--- src/rtl/nvram_pkg.sv ---
// Shared types and constants for the CMOS nvram upload path.
package nvram_pkg;

  typedef enum logic [2:0] {
    NV_IDLE,
    NV_GRANT,
    NV_ISSUE_LO,
    NV_ISSUE_HI,
    NV_COLLECT,
    NV_DONE
  } nv_state_t;

  localparam logic [7:0] NV_INDEX_DEFAULT = 8'd4;
  localparam logic [7:0] NV_FILL          = 8'hFF;

endpackage

--- src/rtl/nvram_upload.sv ---
// HPS upload responder: fetches two 4-bit CMOS cells per ioctl read and returns them packed.
//
// state       | meaning
// IDLE        | waiting for ioctl_rd while selected
// GRANT       | waiting for ram_gnt
// ISSUE_LO    | ram_rd on the even (low) cell
// ISSUE_HI    | ram_rd on the odd (high) cell
// COLLECT     | waiting for the high cell to come back, then returns the byte
// DONE        | out-of-range read: return fill byte
module nvram_upload
  import nvram_pkg::*;
#(
  parameter int         ADDR_W   = 8,
  parameter logic [7:0] NV_INDEX = NV_INDEX_DEFAULT,
  parameter int         RAM_LAT  = 1
) (
  input  logic              clk_sys_i,
  input  logic              reset_n_i,
  input  logic              ioctl_upload_i,
  input  logic [7:0]        ioctl_index_i,
  input  logic [24:0]       ioctl_addr_i,
  input  logic              ioctl_rd_i,
  output logic [7:0]        ioctl_din_o,
  output logic              ioctl_wait_o,
  output logic              ram_req_o,
  input  logic              ram_gnt_i,
  output logic [ADDR_W-1:0] ram_addr_o,
  output logic              ram_rd_o,
  input  logic [3:0]        ram_q_i,
  output logic              err_o
);

  nv_state_t           state_q, state_d;
  logic [ADDR_W-2:0]   a_q, a_d;
  logic [7:0]          din_q, din_d;
  logic                wait_q, wait_d;
  logic                req_q, req_d;
  logic [ADDR_W-1:0]   raddr_q, raddr_d;
  logic                rd_q, rd_d;
  logic                err_q, err_d;
  logic [3:0]          lo_q, lo_d;
  logic [RAM_LAT-1:0]  vld_q, vld_d;
  logic [RAM_LAT-1:0]  tag_q, tag_d;

  logic sel;
  logic oor;
  logic cap;
  logic cap_hi;

  assign sel    = ioctl_upload_i && (ioctl_index_i == NV_INDEX);
  assign oor    = |ioctl_addr_i[24:ADDR_W-1];
  assign cap    = vld_q[RAM_LAT-1];
  assign cap_hi = cap && tag_q[RAM_LAT-1];

  always_ff @(posedge clk_sys_i or negedge reset_n_i) begin
    if (!reset_n_i) begin
      state_q <= NV_IDLE;
      a_q     <= '0;
      din_q   <= 8'h00;
      wait_q  <= 1'b0;
      req_q   <= 1'b0;
      raddr_q <= '0;
      rd_q    <= 1'b0;
      err_q   <= 1'b0;
      lo_q    <= 4'h0;
      vld_q   <= '0;
      tag_q   <= '0;
    end else begin
      state_q <= state_d;
      a_q     <= a_d;
      din_q   <= din_d;
      wait_q  <= wait_d;
      req_q   <= req_d;
      raddr_q <= raddr_d;
      rd_q    <= rd_d;
      err_q   <= err_d;
      lo_q    <= lo_d;
      vld_q   <= vld_d;
      tag_q   <= tag_d;
    end
  end

  always_comb begin
    state_d = state_q;
    a_d     = a_q;
    din_d   = din_q;
    wait_d  = wait_q;
    req_d   = sel;
    raddr_d = raddr_q;
    rd_d    = 1'b0;
    err_d   = err_q;
    lo_d    = lo_q;

    // Each issued read travels down the pipe tagged with its cell parity.
    vld_d[0] = rd_q;
    tag_d[0] = raddr_q[0];
    for (int i = 1; i < RAM_LAT; i++) begin
      vld_d[i] = vld_q[i-1];
      tag_d[i] = tag_q[i-1];
    end

    if (cap && !tag_q[RAM_LAT-1]) lo_d = ram_q_i;

    if (ioctl_rd_i && sel && (state_q != NV_IDLE)) err_d = 1'b1;

    case (state_q)
      NV_IDLE: begin
        if (ioctl_rd_i && sel) begin
          a_d     = ioctl_addr_i[ADDR_W-2:0];
          wait_d  = 1'b1;
          state_d = oor ? NV_DONE : NV_GRANT;
        end
      end
      NV_GRANT: begin
        if (ram_gnt_i) begin
          state_d = NV_ISSUE_LO;
          rd_d    = 1'b1;
          raddr_d = {a_q, 1'b0};
        end
      end
      NV_ISSUE_LO: begin
        state_d = NV_ISSUE_HI;
        rd_d    = 1'b1;
        raddr_d = {a_q, 1'b1};
      end
      NV_ISSUE_HI: begin
        state_d = NV_COLLECT;
      end
      NV_COLLECT: begin
        // High cell lands on the same edge the byte is returned.
        if (cap_hi) begin
          din_d   = {ram_q_i, lo_q};
          wait_d  = 1'b0;
          state_d = NV_IDLE;
        end
      end
      NV_DONE: begin
        din_d   = NV_FILL;
        wait_d  = 1'b0;
        state_d = NV_IDLE;
      end
      default: state_d = NV_IDLE;
    endcase

    // Losing the session abandons the transfer and any reads still in flight.
    if ((state_q != NV_IDLE) && !sel) begin
      state_d = NV_IDLE;
      wait_d  = 1'b0;
      rd_d    = 1'b0;
      din_d   = din_q;
      vld_d   = '0;
    end
  end

  assign ioctl_din_o  = din_q;
  assign ioctl_wait_o = wait_q;
  assign ram_req_o    = req_q;
  assign ram_addr_o   = raddr_q;
  assign ram_rd_o     = rd_q;
  assign err_o        = err_q;

endmodule

--- config.mk ---
export PLATFORM = sky130hd
export DESIGN_NAME = nvram_upload
export DESIGN_NICKNAME = d
export VERILOG_FILES = /design/src/rtl/nvram_pkg.sv /design/src/rtl/nvram_upload.sv
export SDC_FILE = /design/constraint.sdc
export NUM_CORES = 1
export LEC_CHECK = 0
export CORE_AREA = 2 2 64 90
export CTS_CLUSTER_DIAMETER = 30
export DETAILED_ROUTE_END_ITERATION = 8
export DIE_AREA = 0 0 66 92
export SYNTH_ARGS = -nofsm -noshare
export SYNTH_HDL_FRONTEND = slang
export SYNTH_SLANG_ARGS = --single-unit
--- constraint.sdc ---
create_clock -name clk_sys_i -period 3.56 [get_ports clk_sys_i]
set_input_delay 0.356 -clock clk_sys_i [delete_from_list [all_inputs] [get_ports clk_sys_i]]
set_output_delay 0.356 -clock clk_sys_i [all_outputs]
set_load 0.03 [all_outputs]
==> qor.csv, run 1 <==
metric,value,unit
Fin Clk Skew,0.00380,ns
total core area,5370,µm²
Final Non-Filler Cells,249,
Worst Reg2Reg Path Length in Cells,3,
initial antenna violation count,0,
die width,66,µm
Slew @ Worst Pin,0.784,ns
vias post-DR,1111,
CP arrival,1.35,ns
# diodes,0,
I/O pins,62,
Fillers,515,
critical path class,flip-flop to primary output,
Num CTS Buffers,5,
Die ar.,6070,µm²
Die H,92,µm
site row count,32,
Final Cell Area,2330,µm²
unrepaired setup endpoints after global routing,no,
Final Hold Vio Count,0,
Worst-path clk slew,0.07,ns
Detail Route Antenna Nets,0,
"Seq/Total Area, Yosys",58.3,%
Mapped Area,1550,µm²
combinational share of power,9.5,%
max-slew violations,0,
"Clk Latency, worst-skew pair",0.28,ns
cts-stage hold buffer count,0,
Max Cap Violations,0,
crit-path cells,clkdlybuf4s50_1,
Final Util,43.5,%
GR Layer Usage met3,4.17,%
Post-Place Cell Area,2230,µm²
"most common cell after layout, fill and taps aside",clkdlybuf4s50_1,
outcome,"complete, no violations",
global route hottest layer,met2,
met2 Use GR,21.5,%
Sw Share,19.9,%
Switch Pwr,0.168,mW
clock share of power,40.8,%
# Post-CTS Setup Buffers,0,
Worst path slowest cell,clkdlybuf4s50_1,
final worst path period share,47.9,%
Final Setup Violations,0,
post-CTS resize count,0,
Post-Synthesis Cells,114,
synth-to-layout area growth,51.1,%
leakage,1.08,nW
GRT Overall Usage,12.4,%
"CP delay by family, top",buffers and inverters,
most frequent cells in the layout,"clkdlybuf4s50_1, dfrtp_1, mux2_2",
WL final,3400,µm
power per cell area,361,nW/µm²
CTS tree,yes,
Setup TNS,0,ns
first-pass GRT wire length,5810,µm
DRT iter0 DRCs,20,
CTS root buf,clkbuf_8,
FMAX,587,MHz
"Largest stage delay, worst path",0.69,ns
Tmin final,1.70,ns
worst hold slack,0.157,ns
"Distinct cells, synth",29,
CTS Sinks,36,
DR pass1 iterations,3,
Seq pwr share,49.7,%
peak supply drop,189,µV
CP endpoint kind,primary output,
worst rel slew slack,47.7,%
Nets,222,
Cells after DPL,241,
CP max FO,4,
Mapped Avg Cell Area,13.6,µm²
Worst Path Buf+Inv,1,
Internal,0.675,mW
synthesis-stage register bit count,36,
initial core utilization,28.8,%
crit start category,flip-flop,
Congestion Overflow GR,0,
half-perimeter wire length after detailed placement,2720,µm
# DRC,0,
H-tree levels,2,
GP Congestion,0.779,
share of cells above drive strength 1,23.2,%
vias in the first global route,1259,
Worst Hold Class,primary input to async pin,
vias per cell,4.46,
largest net degree at the start of global routing,37,
Crit. path cell count,1,
Synth Warn #,0,
routed wire length per instance,13.7,µm
CP required,3.20,ns
register-to-register setup slack,1.93,ns
"Net Count, Synth",156,
GR Util met1,13.4,%
CTS Buffer Depth,2,
# port buffers,61,
==> cells in the mapped netlist <==
master | number | share of area [%]
a211oi_1 | 1 | 0.49
a21bo_2 | 1 | 0.65
a21boi_0 | 3 | 1.5
a21oi_1 | 2 | 0.65
a21oi_2 | 1 | 0.57
a22oi_1 | 1 | 0.49
a31o_2 | 1 | 0.57
buf_2 | 1 | 0.32
clkbuf_1 | 1 | 0.24
clkinv_2 | 1 | 0.32
dfrtp_1 | 36 | 58
mux2_2 | 26 | 19
nand2_1 | 2 | 0.49
nand2b_1 | 9 | 3.6
nand3_1 | 1 | 0.32
nand3b_1 | 1 | 0.49
nand3b_4 | 1 | 1.3
nand4_2 | 1 | 0.81
nand4b_4 | 1 | 1.5
nor2_1 | 7 | 1.7
nor2b_1 | 5 | 2.0
nor3_1 | 1 | 0.32
nor3_2 | 1 | 0.65
nor3b_1 | 1 | 0.49
nor4_1 | 4 | 1.6
o21ai_0 | 1 | 0.32
o22ai_1 | 1 | 0.41
or3_1 | 1 | 0.41
or4_1 | 1 | 0.49
==> path summary, 6_finish.rpt <==
path	from	endpoint
max	ram_addr_o[0]$_DFFE_PN0P_	ram_addr_o[0]
min	reset_n_i	ioctl_din_o[0]$_DFFE_PN0P_
max reg2reg	state_q[1]$_DFFE_PN0P_	ram_addr_o[5]$_DFFE_PN0P_
min reg2reg	ram_addr_o[0]$_DFFE_PN0P_	tag_q$_DFF_PN0_
max in group asynchronous	reset_n_i	ioctl_wait_o$_DFFE_PN0P_
min in group clk_sys_i	ram_addr_o[0]$_DFFE_PN0P_	tag_q$_DFF_PN0_
==> sequential cells by signal, summed over array words and instances (netlist names) <==
name,flops
lo_q,4
ioctl_wait_o,1
ram_addr_o,8
ioctl_din_o,8
cap,1
tag_q,1
a_q,7
state_q,3
err_o,1
ram_rd_o,1
ram_req_o,1
==> kinds of logic after synthesis <==
| family | share of synthesized area (%) |
|---|---|
| mux | 18.9 |
| buf+inv | 0.890 |
| flops | 58.3 |
| simple gates | 16.3 |
| compound gates | 5.59 |
==> routing by layer <==
| layer | vias up | part of all wire, % |
|---|---|---|
| li1 | 536 | - |
| met3 | 6 | 6.0 |
| met1 | 538 | 37 |
| met2 | 31 | 55 |
| met5 | - | 0 |
| met4 | 0 | 1.7 |
==> through the flow <==
stage	setup slack (ns)	power [mW]
floorplan	2.10	0.445
global placement	1.58	0.507
detailed placement	1.55	0.508
CTS	1.83	0.858
global route	1.77	0.878
finish	1.86	0.843
==> final cells by class <==
type / instances / area, µm² / area share [%]
inverters: 1 / 5.00 / 0.214
repair buffers: 61 / 606 / 25.9
multi-input cells: 75 / 631 / 27.0
well taps: 68 / 85.1 / 3.64
clock inverters: 2 / 35.0 / 1.50
flip-flops and latches: 36 / 901 / 38.6
clock buffers: 6 / 72.6 / 3.11
==> power by group through the flow <==
stage          clock network, mW  registers [mW]  logic (mW)
2_1_floorplan                  0           0.431      0.0146
3_3_place_gp                   0           0.426      0.0801
3_5_place_dp                   0           0.427      0.0813
4_1_cts                    0.358           0.419      0.0817
5_1_grt                    0.372           0.419      0.0872
6_report                   0.344           0.419      0.0801
No activity file was read; power rests on OpenSTA's default activity.
==> run 2: changes to the inputs <==
==> constraint.sdc (replaced) <==
create_clock -name clk_sys_i -period 1.4 [get_ports clk_sys_i]
set_input_delay 0.14 -clock clk_sys_i [delete_from_list [all_inputs] [get_ports clk_sys_i]]
set_output_delay 0.14 -clock clk_sys_i [all_outputs]
set_load 0.03 [all_outputs]
==> run 2 against run 1 <==
Net effect:
- the flow now finishes with violations (negative setup slack)
- via count increased by 10%
- cell area up 7.0%
- clock-buffer cell count fell by 1
- first-iteration DRC count rose by 80%
- clock power is 110% higher
- wire length increased by 18%
==> qor.csv, run 2 (same netlist as run 1, synthesis figures left out) <==
metric,value,unit
unrepaired setup endpoints after global routing,yes,
WL final,4010,µm
outcome,"finished, violations left",
failing checks,negative setup slack,
GP Congestion,0.769,
Fillers,525,
H-tree levels,2,
power per cell area,803,nW/µm²
vias per cell,4.61,
CTS root buf,clkbuf_8,
initial antenna violation count,0,
Setup WS post-layout,-0.0258,ns
CTS Buffer Depth,2,
site row count,32,
I/O pins,62,
most frequent cells in the layout,"clkdlybuf4s50_1, dfrtp_1, dlygate4sd2_1",
Worst Hold Class,primary input to async pin,
die width,66,µm
DR pass1 iterations,4,
Fin Clk Skew,0.00455,ns
# port buffers,61,
FMAX,701,MHz
initial core utilization,28.8,%
Total Power,2.01,mW
Internal,1.55,mW
share of cells above drive strength 1,32.3,%
DRT iter0 DRCs,36,
Switch Pwr,0.460,mW
largest net degree at the start of global routing,21,
GRT Overall Usage,13.2,%
Final Setup Violations,6,
Final Util,46.6,%
clock share of power,35.6,%
max-slew violations,0,
Post-Place Cell Area,2320,µm²
CP endpoint kind,flip-flop,
# diodes,0,
Detail Route Antenna Nets,0,
Multi-input gate area,696,µm²
Die H,92,µm
final worst path period share,102,%
Max Cap Violations,0,
Congestion Overflow GR,0,
CP required,1.58,ns
first-pass GRT wire length,5930,µm
"Clk Latency, worst-skew pair",0.29,ns
Placement Setup Slack,-0.315,ns
crit start category,flip-flop,
combinational share of power,11.3,%
half-perimeter wire length after detailed placement,3020,µm
CP max FO,5,
routed wire length per instance,15.1,µm
"most common cell after layout, fill and taps aside",clkdlybuf4s50_1,
Slew @ Worst Pin,0.459,ns
# DRC,0,
Worst-path clk slew,0.07,ns
vias post-DR,1226,
CTS Sinks,36,
Seq pwr share,53.1,%
CTS tree,yes,
Num CTS Buffers,5,
vias in the first global route,1289,
synth-to-layout area growth,61.7,%
Tmin final,1.43,ns
critical path class,flip-flop to flip-flop,
Reg area,903,µm²
Nets,239,
CP arrival,1.60,ns
Final Cell Area,2500,µm²
total core area,5370,µm²
peak supply drop,374,µV
Final Hold Vio Count,0,
worst rel slew slack,69.4,%
Sw Share,22.9,%
Die ar.,6070,µm²
leakage,1.27,nW
-- run 2: changes by cell type in the layout (fill, tap and decap cells not counted), moves of 2 or more --
cell,before,now
dlymetal6s2s_1,0,2
dfrtp_2,0,2
mux2_4,0,8
dfrtp_1,36,34
buf_4,0,14
clkdlybuf4s50_1,60,38
a21boi_1,0,2
mux2_2,26,18
a21boi_0,3,1
dlygate4sd2_1,0,20
-- run 2: layer usage --
| layer | up-vias | share of wire, % | global-route usage, % |
|---|---|---|---|
| met5 | - | 0 | 0 |
| met4 | 0 | 1.8 | 4.76 |
| met3 | 8 | 4.4 | 4.42 |
| met2 | 36 | 58 | 24.6 |
| met1 | 605 | 36 | 13.3 |
| li1 | 577 | - | - |
-- run 2: worst max-delay path, cell delays in order (launching register included) --
cell and delay [ns]:
dfrtp_2 0.43, buf_4 0.16, buf_4 0.13, nand4b_2 0.27, mux2_2 0.32
-- run 2: final timing paths --
check / start / slack, ns / to / depth (start not counted)
hold / removal: reset_n_i / 0.33 / ioctl_din_o[5]$_DFFE_PN0P_ / 2
setup / recovery: state_q[1]$_DFFE_PN0P_ / -0.03 / a_q[5]$_DFFE_PN0P_ / 4
max in group asynchronous: reset_n_i / 0.45 / state_q[0]$_DFFE_PN0P_ / 3
min in group clk_sys_i: ioctl_index_i[1] / 0.35 / state_q[0]$_DFFE_PN0P_ / 5
hold reg to reg: ram_addr_o[0]$_DFFE_PN0P_ / 0.45 / tag_q$_DFF_PN0_ / 0
setup reg to reg: state_q[1]$_DFFE_PN0P_ / -0.03 / a_q[5]$_DFFE_PN0P_ / 4
-- run 2: timing repair --
| item | 4_1_cts | 5_1_grt |
|---|---|---|
| buffers inserted | 1 | 4 |
| hold buffers | 1 | 0 |
| hold endpoints to repair | 19 | 0 |
| pin swaps | 0 | 1 |
| endpoints found under the setup margin | 36 | 22 |
| cloned | 0 | 1 |
| gates resized for setup | 22 | 17 |
-- run 2: power groups by stage --
stage                     clock [mW]  sequential [mW]  combinational, mW
after floorplan                    0             1.09             0.0380
after detailed placement           0             1.09              0.221
after global placement             0             1.08              0.216
after CTS                      0.738             1.06              0.221
final                          0.714             1.07              0.227
after global routing           0.772             1.07              0.245
-- run 2: final cells by class --
cell class                 instances  area share, %
sequential                        36           36.2
timing repair buffer              77           28.8
multi-input combinational         76           27.8
tap                               68           3.41
clock buffer                       5           2.75
clock inverter                     3          0.751
inverter                           1          0.250
-- run 2: metrics by stage --
stage	hold WS, ns	setup TNS, ns	cells
after detailed placement	0.110	-5.83	251
after floorplan	-0.156	-0.0323	114
after CTS	0.339	-0.399	261
after global placement	0.104	-5.08	251
final	0.331	-0.0612	266
after global routing	0.356	-0.584	266
